## src/rtl/acc_window_sequencer.sv

```systemverilog
// Conv-window accumulator sequencer: strobes products into the accumulator and hands each window sum downstream.
// Optional build macro ACC_SEQ_RELU_EN clamps negative window sums to zero at capture.
module acc_window_sequencer #(
  parameter int DATA_WIDTH  = 20,
  parameter int KERNEL_SIZE = 3,
  localparam int TAPS       = KERNEL_SIZE * KERNEL_SIZE,
  localparam int TAP_W      = $clog2(TAPS + 1)
) (
  input  logic                  clk,
  input  logic                  rst,
  input  logic                  prod_valid,
  output logic                  prod_ready,
  input  logic [DATA_WIDTH-1:0] prod_data,
  output logic                  acc_en,
  output logic                  acc_load,
  output logic [DATA_WIDTH-1:0] acc_data,
  input  logic [DATA_WIDTH-1:0] acc_sum,
  output logic                  res_valid,
  input  logic                  res_ready,
  output logic [DATA_WIDTH-1:0] res_data,
  output logic [TAP_W-1:0]      tap_idx,
  output logic                  busy
);

  // state   | meaning
  // ACCUM   | accepting products, strobing them into the accumulator
  // DRAIN   | accumulator absorbs the last tap's strobe
  // CAPTURE | acc_sum is final; register it as the window result
  // OUTPUT  | result presented, waiting for res_ready
  typedef enum logic [1:0] {
    ACCUM   = 2'd0,
    DRAIN   = 2'd1,
    CAPTURE = 2'd2,
    OUTPUT  = 2'd3
  } state_t;

  state_t                state, state_nxt;
  logic                  accept;
  logic                  first_tap;
  logic                  last_tap;
  logic [DATA_WIDTH-1:0] capture_val;

  assign accept    = prod_valid && prod_ready;
  assign first_tap = (tap_idx == '0);
  assign last_tap  = (tap_idx == TAP_W'(TAPS - 1));
  assign busy      = (tap_idx != '0) || (state != ACCUM);

`ifdef ACC_SEQ_RELU_EN
  assign capture_val = acc_sum[DATA_WIDTH-1] ? '0 : acc_sum;
`else
  assign capture_val = acc_sum;
`endif

  always_ff @(posedge clk or negedge rst) begin
    if (!rst) state <= ACCUM;
    else      state <= state_nxt;
  end

  always_comb begin
    state_nxt  = state;
    prod_ready = 1'b0;
    case (state)
      ACCUM: begin
        prod_ready = 1'b1;
        if (accept && last_tap) state_nxt = DRAIN;
      end
      DRAIN:   state_nxt = CAPTURE;
      CAPTURE: state_nxt = OUTPUT;
      OUTPUT:  if (res_valid && res_ready) state_nxt = ACCUM;
      default: state_nxt = ACCUM;
    endcase
  end

  // Strobes are registered so the accumulator sees a clean one-cycle pulse per accept.
  always_ff @(posedge clk or negedge rst) begin
    if (!rst) begin
      acc_en   <= 1'b0;
      acc_load <= 1'b0;
      acc_data <= '0;
      tap_idx  <= '0;
    end else if (accept) begin
      acc_en   <= 1'b1;
      acc_load <= first_tap;
      acc_data <= prod_data;
      tap_idx  <= last_tap ? '0 : tap_idx + TAP_W'(1);
    end else begin
      acc_en   <= 1'b0;
      acc_load <= 1'b0;
    end
  end

  always_ff @(posedge clk or negedge rst) begin
    if (!rst) begin
      res_valid <= 1'b0;
      res_data  <= '0;
    end else if (state == CAPTURE) begin
      res_valid <= 1'b1;
      res_data  <= capture_val;
    end else if (state == OUTPUT && res_ready) begin
      res_valid <= 1'b0;
    end
  end

endmodule

```

## config.mk

```make
export PLATFORM = sky130hd
export DESIGN_NAME = acc_window_sequencer
export DESIGN_NICKNAME = d
export VERILOG_FILES = /design/src/rtl/acc_window_sequencer.sv
export SDC_FILE = /design/constraint.sdc
export NUM_CORES = 1
export LEC_CHECK = 0
export ABC_CLOCK_PERIOD_IN_PS = 4100
export CAP_MARGIN = 30
export CORE_MARGIN = 2
export CORE_UTILIZATION = 35
export CTS_CLUSTER_DIAMETER = 60
export CTS_CLUSTER_SIZE = 20
export DETAILED_ROUTE_END_ITERATION = 8
export PLACE_DENSITY = 0.67
export SLEW_MARGIN = 20
export SYNTH_ARGS = -nofsm -noshare
export SYNTH_HDL_FRONTEND = slang
export SYNTH_SLANG_ARGS = --single-unit
```

## constraint.sdc

```tcl
create_clock -name clk -period 4.1 [get_ports clk]
set_input_delay 0.615 -clock clk [delete_from_list [all_inputs] [get_ports clk]]
set_output_delay 0.615 -clock clk [all_outputs]
set_load 0.1 [all_outputs]
```

==> impl_metrics.ini <==
[outcome]
status = finished clean

[yosys]
synth_cells = 130
syn_area_um2 = 2030
synthFlopType = dfrtp_1
synthTopCellsByArea = dfrtp_1 (61%), mux2_2 (14%), mux2_4 (12%)
syn-num-nets = 179
synth-edff-count = 0
yosysTopAreaCell = dfrtp_1
async_reset_ff_share_pct = 100
ys_seq_elements = 49
ys_types = 25
ys.warnings.count = 0
synth_area_per_cell_um2 = 15.6
synth_top_area_share_pct = 60.5
seq_area_frac_synth_pct = 60.5

[timing]
fin_crit_sh_pct = 74.0
fin_crit_ns = 3.04
fmax_mhz = 329
maxSlewViolCount = 0
hold_violations = 0
max_slew_margin_pct = 33.3
rsz0062_at_grt = false
finClkSkew_ns = 0.00755
worst_pin_slew_ns = 0.998
tns_ns = 0
setup_viol = 0
whs_ns = 0.235
setup_ws_ns = 1.06

[clocking]
clock_path_buffers = 2
root_buffer = clkbuf_8
tritoncts = done
cts_buffers = 5
cts_hold_buf = 0
cts_max_level = 2
cts_setup_buffers = 0
numClockSinks = 49
clk_pin_slew_ns = 0.09
clk_latency_ns = 0.30
cts_resized = 0

[final_layout]
final_nets = 275
syn_to_final_growth_pct = 54.8
diodes = 0
drive_gt1_share_pct = 23.8
nFillCells = 465
regArea_um2 = 1230
postLayoutCoreUtil_pct = 56.6
multi_input_area_um2 = 739

[drt]
totalWireLength_um = 4280
vias = 1386
detail-route-antenna-nets = 0
drc = 0
vias_per_cell = 4.64
drt-wirelength-per-cell_um = 14.3
firstDrtPassIters = 4
drtIter0Drc = 61

[setup_path]
regToRegEndpoint = tap_idx[0]$_DFFE_PN0P_
cp-end-kind = output port
r2r_start = state[0]$_DFFE_PN0P_
cp.arrival_ns = 2.42
required_ns = 3.48
reg2regPathDepth = 5
startpoint = tap_idx[0]$_DFFE_PN0P_
crit_path_start_kind = flip-flop
path_class = reg -> out
crit_end = busy
r2r_slack_ns = 2.37
path_max_fanout = 5

[place]
gp_congestion = 0.782
port_buffers = 92
pre_cts_ws_ns = 1.41
dp_hpwl_um = 3140

[grt]
grtUsageTotal_pct = 13.8
grt_antenna_before_repair = 0
grt_first_pass_wirelength_um = 6760
grt_overflow = 0
grt_max_degree = 32
grt_pass1_vias = 1346

[floorplan]
io_pins = 93
dieHeight_um = 80.1
initial_utilization_pct = 36.6
rows = 27
die_x_um = 80.1
coreArea_um2 = 5540
die_area_um2 = 6410

[hold_path]
hold_path_class = in -> async

[flow_run]
drv_cap = 0
[sequential cells by signal (all words and copies together), names as in the netlist]
register and count:
res_data 20, state 2, acc_data 20, res_valid 1, acc_load 1, tap_idx 4, acc_en 1
[worst min-delay path by stage]
stage                          endpoint                startpoint  cells past startpoint  slack [ns]
2_1_floorplan   acc_data[0]$_DFFE_PN0P_                       rst                      0        0.32
6_report               acc_en$_DFF_PN0_                       rst                      1        0.23
5_1_grt                acc_en$_DFF_PN0_                       rst                      1        0.27
4_1_cts                acc_en$_DFF_PN0_                       rst                      1        0.24
3_3_place_gp      res_valid$_DFFE_PN0P_     res_valid$_DFFE_PN0P_                      1        0.49
3_5_place_dp   acc_data[13]$_DFFE_PN0P_  acc_data[13]$_DFFE_PN0P_                      1        0.49
[cells by family after synthesis]
| kind of cell | synth area share [%] |
|---|---|
| AO/OA/AOI/OAI | 4.39 |
| adder cells (fa/ha/maj) | 3.09 |
| buffers and inverters | 2.96 |
| flip-flops | 60.5 |
| multiplexers | 25.8 |
| AND/OR/NAND/NOR | 3.27 |
[routing by layer]
layer  track usage [%]  part of all wire, %
met5                 0                    0
met4              2.03                0.094
met3              5.84                  9.2
met2              19.4                   44
met1              20.1                   47
[worst max-delay path, stage by stage (launching register included)]
cell	delay, ns
dfrtp_1	0.42
inv_1	0.10
ha_1	0.26
nand2b_1	0.11
nor2_1	0.04
nand2_1	0.07
clkdlybuf4s50_1	1.13
[stage by stage]
stage               instance area [µm²]  std cells
global placement                   3000        290
global route                       3140        299
CTS                                3120        298
detailed placement                 3000        290
finish                             3140        299
floorplan                          2030        130
[area by class of cell]
type,count,area share (%)
multi-input combinational,70,23.6
clock buffer,6,2.63
sequential,49,39.1
tap,72,2.87
inverter,6,0.718
timing repair buffer,94,29.9
clock inverter,2,1.20
[cells in the mapped netlist, drive strengths merged (2+ instances only)]
master,number
dfrtp,49
o21ai,4
mux2,41
ha,5
nand2,4
nand3,2
inv,6
a21oi,2
nor2,2
buf,4
[placed cells by master, fill, tap and decap left out]
cell type,netlist,routed
buf_8,0,1
a21boi_0,1,1
nand2_4,1,1
clkinvlp_4,0,1
inv_1,6,6
o32a_1,1,1
a21o_1,1,1
o21ai_1,2,2
mux2_2,25,25
a311o_1,1,1
o21ai_0,2,2
mux2_4,16,16
dfrtp_1,49,49
nand2b_1,1,1
bufinv_16,0,1
nand3_1,2,2
buf_2,2,1
o211ai_1,1,1
o311ai_2,1,1
clkbuf_8,0,6
nand2_1,3,3
clkdlybuf4s50_1,0,91
nor3_1,1,1
buf_4,0,1
a21oi_1,2,2
and3_1,1,1
nand4b_1,1,1
nor2_1,2,2
ha_1,5,5
Power is not shown: default switching activity piles up to over one toggle a cycle in this logic, so the estimate is an artifact.
